`config.mk`:
```
export PLATFORM = sky130hd
export DESIGN_NAME = uart_tx_scheduler
export DESIGN_NICKNAME = d
export VERILOG_FILES = /design/src/rtl/uart_tx_scheduler.sv
export SDC_FILE = /design/constraint.sdc
export NUM_CORES = 1
export LEC_CHECK = 0
export ABC_AREA = 0
export CAP_MARGIN = 20
export CORE_MARGIN = 8
export CORE_UTILIZATION = 32
export CTS_BUF_LIST = sky130_fd_sc_hd__clkbuf_2
export DETAILED_ROUTE_END_ITERATION = 8
export PLACE_DENSITY = 0.56
export SETUP_SLACK_MARGIN = 0.15
export SYNTH_ARGS = -nofsm -noshare
export SYNTH_HDL_FRONTEND = slang
export SYNTH_SLANG_ARGS = --single-unit
```
`constraint.sdc`:
```
create_clock -name clk -period 5.53 [get_ports clk]
set_clock_uncertainty 0.2 [all_clocks]
set_input_delay 1.659 -clock clk [delete_from_list [all_inputs] [get_ports clk]]
set_output_delay 1.659 -clock clk [all_outputs]
set_load 0.03 [all_outputs]
```
`src/rtl/uart_tx_scheduler.sv`:
```
// Pops words from a FIFO and hands them one at a time to a UART transmitter, with a completion timeout.
// Optional clear-to-send gating is compiled in when UART_TX_FLOW_CTRL_EN is defined (adds input cts_n).
module uart_tx_scheduler #(
    parameter int B       = 8,
    parameter int TIMEOUT = 20000
) (
    input  logic         clk,
    input  logic         reset,
`ifdef UART_TX_FLOW_CTRL_EN
    input  logic         cts_n,
`endif
    input  logic         enable,
    input  logic         fifo_empty,
    input  logic [B-1:0] fifo_r_data,
    output logic         fifo_rd,
    output logic         tx_start,
    output logic [B-1:0] tx_din,
    input  logic         tx_done_tick,
    output logic         busy,
    output logic [15:0]  tx_count,
    output logic         timeout_err,
    input  logic         clr_err
);

    // state  | meaning
    // S_IDLE | waiting for enable and a non-empty FIFO
    // S_LOAD | one cycle: pop FIFO and pulse tx_start
    // S_WAIT | waiting for tx_done_tick, bounded by the timeout timer
    typedef enum logic [1:0] {
        S_IDLE = 2'd0,
        S_LOAD = 2'd1,
        S_WAIT = 2'd2
    } state_t;

    localparam logic [15:0] TIMER_LAST = 16'(TIMEOUT - 1);

    state_t         state_q, state_d;
    logic [15:0]    timer_q, timer_d;
    logic [B-1:0]   din_q, din_d;
    logic [15:0]    count_q, count_d;
    logic           err_q, err_d;
    logic           fifo_rd_q, tx_start_q, busy_q;
    logic           start_ok;

`ifdef UART_TX_FLOW_CTRL_EN
    assign start_ok = enable & ~fifo_empty & ~cts_n;
`else
    assign start_ok = enable & ~fifo_empty;
`endif

    always_comb begin
        state_d = state_q;
        timer_d = timer_q;
        din_d   = din_q;
        count_d = count_q;
        err_d   = err_q;
        if (clr_err) begin
            err_d = 1'b0;
        end
        case (state_q)
            S_IDLE: begin
                if (start_ok) begin
                    state_d = S_LOAD;
                    din_d   = fifo_r_data;
                end
            end
            S_LOAD: begin
                state_d = S_WAIT;
                timer_d = 16'd0;
            end
            S_WAIT: begin
                // completion takes priority over a coincident expiry
                if (tx_done_tick) begin
                    state_d = S_IDLE;
                    count_d = count_q + 16'd1;
                end else if (timer_q == TIMER_LAST) begin
                    state_d = S_IDLE;
                    err_d   = 1'b1;
                end else begin
                    timer_d = timer_q + 16'd1;
                end
            end
            default: begin
                state_d = S_IDLE;
            end
        endcase
    end

    // strobes are registered copies of the next-state decode, so they track state_q exactly
    always_ff @(posedge clk or negedge reset) begin
        if (!reset) begin
            state_q    <= S_IDLE;
            timer_q    <= 16'd0;
            din_q      <= '0;
            count_q    <= 16'd0;
            err_q      <= 1'b0;
            fifo_rd_q  <= 1'b0;
            tx_start_q <= 1'b0;
            busy_q     <= 1'b0;
        end else begin
            state_q    <= state_d;
            timer_q    <= timer_d;
            din_q      <= din_d;
            count_q    <= count_d;
            err_q      <= err_d;
            fifo_rd_q  <= (state_d == S_LOAD);
            tx_start_q <= (state_d == S_LOAD);
            busy_q     <= (state_d != S_IDLE);
        end
    end

    assign fifo_rd     = fifo_rd_q;
    assign tx_start    = tx_start_q;
    assign busy        = busy_q;
    assign tx_din      = din_q;
    assign tx_count    = count_q;
    assign timeout_err = err_q;

endmodule

```
# Word-level counts from Yosys, hierarchy flattened
# Cells that the tools add are included.
[word_totals] reg_bits=45 in_bits=14 output_inout_bits=28
[op_classes] n_addsub=2 n_eq_ne=6 muxes=11 n_bitwise=2 n_reduce_logical=6
[ops] operator="$add A16 B1 Y16 const B" count=2
[ops] operator="$mux W16" count=2
[ops] operator="$pmux W16 S2" count=1
[ops] operator="$eq A16 B15 Y1 const B" count=1
[ops] operator="$mux W2" count=3
[ops] operator="$pmux W2 S3" count=1
[ops] operator="$eq A2 B1 Y1 const B" count=2
[ops] operator="$mux W1" count=4
[ops] operator="$ne A2 B2 Y1 const B" count=2
[ops] operator="$reduce_and A2 Y1" count=2
[ops] operator="$reduce_bool A2 Y1" count=2
[ops] operator="$reduce_and A3 Y1" count=1
[ops] operator="$eq A2 B2 Y1 const B" count=1
[ops] operator="$logic_not A2 Y1" count=1
[ops] operator="$and A1 B1 Y1" count=1
[ops] operator="$not A1 Y1" count=1

# Depth between registers and ports, before layout
# Gate-level depths: netlist of run 1.
[depth] depth_word=5 mapped_depth=6 mapped_depth_nobuf=5

# Worst setup path after synthesis of run 1
# OpenSTA, ideal clock, no wires.
[synth_timing] path_kind="input-to-reg" from="input tx_done_tick" to="register timer_q[11]" setup_time_ps=78 arrival_ps=3225 slack_ps=2027 cell_stages=6 path_cell_list="or3b_1 -> clkbuf_2 -> or4_1 -> buf_2 -> or3_1 -> a21oi_1"
[synth_between] elab_chain_cells=2
[synth_lines] item="start: declaration" line="18" source="input logic tx_done_tick,"
[synth_lines] item="$ne A2 B2 Y1 (no line)"
[synth_lines] item="$reduce_and A3 Y1 (no line)"
[synth_lines] item="end signal: assignment" line="102" source="timer_q <= timer_d;"
[synth_lines] item="end: declaration" line="38" source="logic [15:0] timer_q, timer_d;"
# No other way between the ends.
# A chain may end at the register's enable or synchronous reset.

# Worst setup path after layout of run 1
[layout_timing] from="input tx_done_tick" to="register timer_q[15]"
# Same word-level chain as after synthesis.

==> results.json, run 1 <==
{
  "layout-drive-gt1-share_pct": 8.696,
  "avgSynthCellArea_um2": 10.94,
  "crit_arrival_ps": 3850,
  "synth_top_cells_by_count": "dfrtp_1 (45), nand2_1 (17), xnor2_1 (15), nand3_1 (10), nand4_1 (10)",
  "synthAdderAreaFrac_pct": 1.223,
  "synth_async_sr_flop_share_pct": 100.0,
  "path_clk_slew_ps": 240,
  "clk_latency_ps": 420,
  "vias": 1539,
  "synth-compound-area-share_pct": 6.300,
  "synth-warning-count": 0,
  "grt_pass1_vias": 1506,
  "syn_area_um2": 2046,
  "critPathRequiredTime_ps": 5700,
  "num-nets-final": 245,
  "grt-ovfl-total": 0,
  "nFillCells": 615,
  "cp_cell_sequence": "clkdlybuf4s50_1 -> or3b_1 -> or4_1 -> or3_1 -> a21oi_1",
  "antenna_found_initial": 0,
  "slowest_stage": "or4_1",
  "hold_buffers": 0,
  "grt_max_degree": 46,
  "dieWidth_um": 95.96,
  "drtPass1Iterations": 4,
  "cp-end-kind": "register",
  "finalWirelength_mm": 4.310,
  "cap_violations": 0,
  "fin_crit_ps": 3679,
  "hold_viol_final": 0,
  "status": "complete, no violations",
  "ys_seq_area_share_pct": 55.05,
  "via_per_inst": 5.013,
  "initial_core_util_pct": 32.59,
  "setup_tns_ps": 0,
  "synth_top_area_share_pct": 55.05,
  "post_synth_mux_area_share_pct": 5.872,
  "fmax_mhz": 271.8,
  "hold_class": "reg -> reg",
  "ios": 42,
  "grt_pass1_wl_mm": 7.348,
  "ys_ff_latch": 45,
  "htree_levels": 2,
  "area_delta_synth_final_pct": 26.67,
  "synth_simple_gate_area_share_pct": 21.53,
  "postSynthNetCount": 203,
  "yosys.area.top_type": "dfrtp_1",
  "cts-root-buf": "clkbuf_2",
  "post_cts_buffers": 0,
  "antenna_left": 0,
  "p_per_area_nw_per_um2": 301.4,
  "diodes": 0,
  "synthCells": 187,
  "slew_violations": 0,
  "gr-usage-all-layers_pct": 10.30,
  "drc": 0,
  "hpwl_mm": 3.087,
  "num_rows": 29,
  "die_h_um": 95.96,
  "synthXorXnorAreaFrac_pct": 7.706,
  "timing.slew.headroom_pct": 44.16,
  "worstMarginPinSlew_ps": 835.9,
  "yosysMostFrequentCell": "dfrtp_1",
  "setup_viol": 0,
  "wl_per_cell_um": 14.04,
  "gp_congestion": 0.7856,
  "path_delay_family": "simple AND/OR/NAND/NOR gates",
  "fin_util_pct": 41.28,
  "p_leak_nw": 1.091,
  "synth_top_family_by_area": "simple AND/OR/NAND/NOR gates",
  "portBuffers": 41,
  "die_area_um2": 9207,
  "cts_buffer_depth": 2,
  "start_kind": "primary input",
  "cp_max_fo": 8,
  "crit_type": "in -> reg",
  "ys.flop_type": "dfrtp_1",
  "clock-sinks": 45,
  "core_area_um2": 6277,
  "irDropWorstVdd_v": 0.0001745,
  "rsz0062_at_grt": "no",
  "cpPeakStageDelay_ps": 660,
  "cts-buffers-inserted": 5,
  "cts_resized": 0,
  "ys_types": 37,
  "cp_num_buf_inv": 1,
  "synth-edff-count": 0,
  "cts_tree": "done",
  "drt_iter0_drc": 115,
  "post-route-period-util_pct": 66.52,
  "synth.area.top_cells": "dfrtp_1 (55%), xnor2_1 (6.4%), mux2_2 (4.4%)"
}
final cells by class:
type                    instances  area, um^2  share of cell area (%)
flip-flops and latches         45        1126                   43.46
multi-input cells             131       878.3                   33.90
repair buffers                 43       432.9                   16.71
well taps                      77       96.34                   3.718
clock buffers                   5       25.02                  0.9657
clock inverters                 3       21.27                  0.8209
inverters                       3       11.26                  0.4346
kinds of logic after synthesis:
| logic type | Yosys count |
|---|---|
| DFF | 45 |
| xor gates and xnor gates | 18 |
| and+or+nand+nor | 78 |
| muxes | 11 |
| adders and majority gates | 2 |
| AOI/OAI and AO/OA | 22 |
| buffers and inverters | 11 |
registers in the layout (all words and copies together) (netlist names):
| signal | flops |
|---|---|
| timeout_err | 1 |
| tx_din | 8 |
| state_q | 2 |
| tx_count | 16 |
| busy | 1 |
| timer_q | 16 |
| tx_start | 1 |
stage by stage:
stage               hold WS, ps  instances  worst slack [ps]  cell area [um^2]  power, mW
global route              336.1        307              1801              2591     0.8284
floorplan                 266.5        187              2027              2046     0.5380
finish                    287.8        307              1851              2591     0.7810
global placement          259.2        297              1468              2517     0.6417
detailed placement        268.3        297              1408              2517     0.6423
CTS                       295.0        305              1877              2564     0.7926
report_power, final:
group          switching [mW]  internal (mW)
Sequential             0.0401          0.370
Clock                   0.116         0.0320
Combinational           0.120          0.103
Total                   0.276          0.505
layer usage:
metal / wire, um / global-route usage, %
met1: 1982 / 13.20
met2: 1950 / 15.03
met3: 298 / 3.666
met4: 78 / 5.122
met5: 0 / 0
final timing paths:
kind / start / endpoint / slack, ps / cells past startpoint
worst max register to register: state_q[1] / timer_q[15] / 2920 / 4
worst min register to register: tx_count[15] / tx_count[15] / 290 / 1
max in group asynchronous: reset / tx_count[11] / 3840 / 2
min in group asynchronous: reset / timer_q[3] / 830 / 1
worst min-delay path: tx_count[15] / tx_count[15] / 290 / 1
worst max-delay path: tx_done_tick / timer_q[15] / 1850 / 5
layout by cell type (no fill, tap or decap), drive strengths merged:
master / count
nor4bb: 1
nand2b: 1
nand4: 10
clkbuf: 6
mux2: 8
clkinvlp: 1
and3: 5
nand3: 10
clkdlybuf4s50: 40
and3b: 1
xnor2: 15
nor3b: 2
a21oi: 7
o211ai: 2
ha: 2
o31ai: 1
o22ai: 2
or3: 6
nor4b: 4
or3b: 1
a22oi: 1
or4: 2
buf: 2
a21o: 1
nand3b: 1
and2: 1
dfrtp: 45
xor2: 3
nor3: 2
mux2i: 3
inv: 4
o21ai: 7
nand2: 17
clkinv: 1
nor2: 9
a211o: 1
and4: 3
nor2b: 2
Power figures use the tool's default switching activity.
==> run 2, diff against run 1 <==
==> constraint.sdc (replaced) <==
create_clock -name clk -period 3.6 [get_ports clk]
set_clock_uncertainty 0.2 [all_clocks]
set_input_delay 1.08 -clock clk [delete_from_list [all_inputs] [get_ports clk]]
set_output_delay 1.08 -clock clk [all_outputs]
set_load 0.03 [all_outputs]
==> run 2 against run 1 <==
Against the previous run:
- sequential power is 54% higher
- critical path depth unchanged
- count of clock-buffer cells in the layout rose by 1
- non-clock buffer count grew 3
- via count up 0.97%
- hold slack lost 1.8 ps
- cell area grew 1.3%
- largest cell class unchanged
- largest power group unchanged
==> results.json, run 2 (same netlist as run 1, synthesis figures left out) <==
{
  "crit_path_end": "timer_q[15]",
  "cap_violations": 0,
  "final_cell_mix": "dfrtp_1 (45), clkdlybuf4s50_1 (40), nand2_1 (17), xnor2_1 (15)",
  "finalWirelength_mm": 4.474,
  "ios": 42,
  "hold_viol_final": 0,
  "slew_violations": 0,
  "seqPwrFrac_pct": 50.0,
  "vias": 1554,
  "power_frac_comb_pct": 27.2,
  "intPower_uw": 848.5,
  "hold_depth": 1,
  "diodes": 0,
  "cp-end-kind": "register",
  "fmax_mhz": 338.1,
  "setup_viol": 0,
  "grt-ovfl-total": 0,
  "nFillCells": 626,
  "slowest_stage": "or4_1",
  "start_kind": "primary input",
  "status": "complete, no violations",
  "die_area_um2": 9207,
  "cpPeakStageDelay_ps": 640,
  "cts_tree": "done",
  "htree_levels": 2,
  "grt_pass1_vias": 1525,
  "grt_max_degree": 31,
  "num_rows": 29,
  "area_delta_synth_final_pct": 28.26,
  "via_per_inst": 5.013,
  "p_sw_share_pct": 32.92,
  "cts-root-buf": "clkbuf_2",
  "cp_num_buf_inv": 1,
  "wl_per_cell_um": 14.43,
  "timing.final.ws_setup_ps": 642.5,
  "hold_class": "reg -> reg",
  "num-nets-final": 248,
  "crit_arrival_ps": 3080,
  "post-route-period-util_pct": 82.15,
  "antenna_found_initial": 0,
  "cp_cell_sequence": "clkdlybuf4s50_1 -> or3b_1 -> or4_1 -> or3_1 -> a21oi_1",
  "fin_crit_ps": 2958,
  "clkPwrFrac_pct": 22.8,
  "antenna_left": 0,
  "clock-sinks": 45,
  "crit_start": "tx_done_tick",
  "portBuffers": 41,
  "grt_pass1_wl_mm": 7.486,
  "cts_resized": 0,
  "cp_max_fo": 8,
  "critPathRequiredTime_ps": 3730,
  "path_clk_slew_ps": 230,
  "r2r_end": "timer_q[15]",
  "p_switching_uw": 416.5,
  "worstMarginPinSlew_ps": 786.9,
  "layout-drive-gt1-share_pct": 9.871,
  "hpwl_mm": 3.295,
  "drtPass1Iterations": 4,
  "post_cts_buffers": 0,
  "place_ws_ps": 243.5,
  "cts-buffers-inserted": 5,
  "rsz0062_at_grt": "no",
  "r2r_slack_ps": 1050,
  "drt_iter0_drc": 64,
  "die_h_um": 95.96,
  "cts_buffer_depth": 2,
  "dieWidth_um": 95.96,
  "mostFrequentLayoutCell": "dfrtp_1",
  "initial_core_util_pct": 32.59,
  "p_per_area_nw_per_um2": 482.1,
  "hold_buffers": 0,
  "p_leak_nw": 1.114,
  "setup_tns_ps": 0,
  "path_delay_family": "simple AND/OR/NAND/NOR gates",
  "core_area_um2": 6277,
  "r2r-start": "state_q[1]",
  "clk_latency_ps": 410,
  "drc": 0,
  "ff2ff_path_depth": 4,
  "timing.slew.headroom_pct": 47.43,
  "irDropWorstVdd_v": 0.0002140,
  "gr-usage-all-layers_pct": 10.29,
  "gp_congestion": 0.7811,
  "crit_type": "in -> reg",
  "cp.depth": 5
}
-- run 2: layout make-up --
type                       count  area [um^2]  area share [%]
clock buffer                   6        30.03           1.144
clock inverter                 2        38.79           1.478
inverter                       3        11.26          0.4292
multi-input combinational    131        878.3           33.48
sequential                    45         1126           42.92
tap                           77        96.34           3.672
timing repair buffer          46        442.9           16.88
-- run 2: worst min path at each step --
stage | start | to | slack, ps
5_1_grt | tx_count[15] | tx_count[15] | 320
3_5_place_dp | tx_count[15] | tx_count[15] | 270
3_3_place_gp | tx_count[15] | tx_count[15] | 260
6_report | tx_count[15] | tx_count[15] | 290
2_1_floorplan | timer_q[14] | timer_q[14] | 270
4_1_cts | tx_count[15] | tx_count[15] | 300
-- run 2: worst register-to-register path, stage by stage (launching register included) --
cell and delay, ps:
dfrtp_1 660, or3b_1 440, or4_1 640, or3_1 390, a21oi_1 150
-- run 2: power by group through the flow --
stage / Clock (mW) / Combinational, mW / Sequential [mW]
after floorplan: 0 / 0.0982 / 0.728
after global placement: 0 / 0.349 / 0.641
after detailed placement: 0 / 0.351 / 0.642
after CTS: 0.303 / 0.352 / 0.633
after global routing: 0.321 / 0.373 / 0.644
final: 0.288 / 0.345 / 0.632
-- run 2: per-layer routing --
metal	vias up	global-route usage [%]	wire length [um]
met4	0	4.609	74
met3	5	3.354	291
met2	34	15.43	2020
met1	759	13.21	2089
li1	756	-	-
met5	-	0	0
-- run 2: metrics by stage --
step / utilization [%] / hold slack [ps] / area, um^2 / instances / total power [mW]
floorplan: - / 266.5 / 2046 / 187 / 0.8265
global placement: 40.70 / 259.0 / 2555 / 302 / 0.9896
detailed placement: 40.70 / 269.1 / 2555 / 302 / 0.9931
CTS: 41.80 / 296.2 / 2624 / 310 / 1.288
global route: 41.80 / 321.8 / 2624 / 310 / 1.338
finish: 41.80 / 286.1 / 2624 / 310 / 1.265
==> run 3, diff against run 2 <==
==> constraint.sdc (replaced) <==
create_clock -name clk -period 3 [get_ports clk]
set_clock_uncertainty 0.2 [all_clocks]
set_input_delay 0.9 -clock clk [delete_from_list [all_inputs] [get_ports clk]]
set_output_delay 0.9 -clock clk [all_outputs]
set_load 0.03 [all_outputs]
==> run 3 against run 2 <==
Against the previous run:
- cell count grew 1.6%
- critical endpoint unchanged
- critical path depth is the same
- largest power group unchanged
- sequential power grew 19%
- critical path type unchanged
- combinational power grew 23%
- utilization grew 0.12 points
==> results.json, run 3 (same netlist as run 1, synthesis figures left out) <==
{
  "status": "complete, no violations",
  "start_kind": "primary input",
  "area_delta_synth_final_pct": 28.62,
  "cts-root-buf": "clkbuf_2",
  "cp-end-kind": "register",
  "hold_buffers": 0,
  "ff2ff_path_depth": 4,
  "drtPass1Iterations": 4,
  "rsz0062_at_grt": "no",
  "gp_congestion": 0.7404,
  "worstMarginPinSlew_ps": 793.7,
  "drc": 0,
  "portBuffers": 41,
  "mostFrequentLayoutCell": "dfrtp_1",
  "p_leak_nw": 1.117,
  "crit_type": "in -> reg",
  "hp-start": "tx_count[15]",
  "post-route-period-util_pct": 92.52,
  "antenna_found_initial": 1,
  "cap_violations": 0,
  "irDropWorstVdd_v": 0.0002933,
  "drt_iter0_drc": 79,
  "fmax_mhz": 360.3,
  "slowest_stage": "or4_1",
  "p_per_area_nw_per_um2": 538.3,
  "layout-drive-gt1-share_pct": 10.97,
  "cts_resized": 0,
  "cts_buffer_depth": 2,
  "place_ws_ps": -174.9,
  "hold_depth": 1,
  "die_h_um": 95.96,
  "clock-sinks": 45,
  "nFillCells": 624,
  "cp_max_fo": 7,
  "initial_core_util_pct": 32.59,
  "htree_levels": 2,
  "setup_tns_ps": 0,
  "crit_arrival_ps": 2900,
  "grt_max_degree": 46,
  "postPlaceCellArea_um2": 2592,
  "setup_viol": 0,
  "vias": 1539,
  "fin_util_pct": 41.92,
  "dieWidth_um": 95.96,
  "num-nets-final": 253,
  "cp_cell_sequence": "clkdlybuf4s50_1 -> or3b_1 -> or4_1 -> or3_1 -> a21oi_1",
  "design_area_um2": 2631,
  "grt-ovfl-total": 0,
  "cp_num_buf_inv": 1,
  "cts-buffers-inserted": 5,
  "clk_latency_ps": 410,
  "wl_per_cell_um": 13.96,
  "grt_pass1_vias": 1566,
  "hold_end": "tx_count[15]",
  "die_area_um2": 9207,
  "finalWirelength_mm": 4.398,
  "hold_viol_final": 0,
  "path_delay_family": "simple AND/OR/NAND/NOR gates",
  "timing.final.ws_setup_ps": 224.4,
  "r2r_slack_ps": 690,
  "fin_crit_ps": 2776,
  "slew_violations": 0,
  "power_mw": 1.416,
  "grt_pass1_wl_mm": 7.341,
  "hpwl_mm": 3.204,
  "cts_tree": "done",
  "hold_class": "reg -> reg",
  "num_rows": 29,
  "cpPeakStageDelay_ps": 630,
  "timing.slew.headroom_pct": 46.98,
  "r2r_end": "timer_q[15]",
  "ios": 42,
  "gr-usage-all-layers_pct": 10.17,
  "core_area_um2": 6277,
  "post_cts_buffers": 0,
  "path_clk_slew_ps": 230,
  "critPathRequiredTime_ps": 3130,
  "r2r-start": "state_q[0]",
  "antenna_left": 0,
  "final_cell_mix": "dfrtp_1 (45), clkdlybuf4s50_1 (40), nand2_1 (17), xnor2_1 (15)",
  "via_per_inst": 4.886
}
-- run 3: changes by cell type in the layout (fill, tap and decap cells not counted) --
cell / change
buf_4: +5
bufinv_16: -1
clkinv_1: +1
diode_2: +1
clkinvlp_4: +1
clkinv_4: -1
clkbuf_2: -1
-- run 3: per-stage QoR --
| stage | std cells | hold WS [ps] |
|---|---|---|
| final | 315 | 285.6 |
| after global routing | 315 | 336.1 |
| after CTS | 314 | 291.7 |
| after detailed placement | 307 | 264.5 |
| after global placement | 307 | 261.6 |
| after floorplan | 187 | 266.5 |
-- run 3: where the power goes --
group	total (mW)	internal, mW	switching, mW
Combinational	0.424	0.194	0.231
Clock	0.242	0.0502	0.192
Sequential	0.750	0.682	0.0678
Total	1.42	0.926	0.491
-- run 3: final cells by class --
| cell class | count | area (um^2) | area share [%] |
|---|---|---|---|
| clock buffers | 5 | 25.02 | 0.9510 |
| well taps | 77 | 96.34 | 3.661 |
| multi-input cells | 131 | 878.3 | 33.38 |
| flip-flops and latches | 45 | 1126 | 42.80 |
| inverters | 3 | 11.26 | 0.4280 |
| repair buffers | 51 | 480.5 | 18.26 |
| clock inverters | 2 | 11.26 | 0.4280 |
| diodes | 1 | 2.502 | 0.09510 |
-- run 3: worst reg2reg max path: stages (launching register included) --
cell     delay (ps)
dfrtp_1         440
or3b_1          410
or4_1           630
or3_1           380
a21oi_1         160
-- run 3: worst max-delay path by stage --
| stage | from | endpoint | depth (start not counted) |
|---|---|---|---|
| 3_5_place_dp | tx_done_tick | timer_q[15] | 5 |
| 2_1_floorplan | tx_done_tick | timer_q[11] | 6 |
| 6_report | tx_done_tick | timer_q[15] | 5 |
| 3_3_place_gp | tx_done_tick | timer_q[13] | 5 |
| 5_1_grt | tx_done_tick | timer_q[13] | 6 |
| 4_1_cts | tx_count[0] | tx_count[0] | 1 |
-- run 3: routing by layer --
metal | GRT usage (%) | vias up | routed length (um) | share of wire (%)
li1 | - | 765 | - | -
met1 | 12.52 | 738 | 2049 | 47
met5 | 0 | - | 0 | 0
met3 | 3.510 | 6 | 259 | 5.9
met4 | 4.609 | 0 | 79 | 1.8
met2 | 15.71 | 30 | 2010 | 46
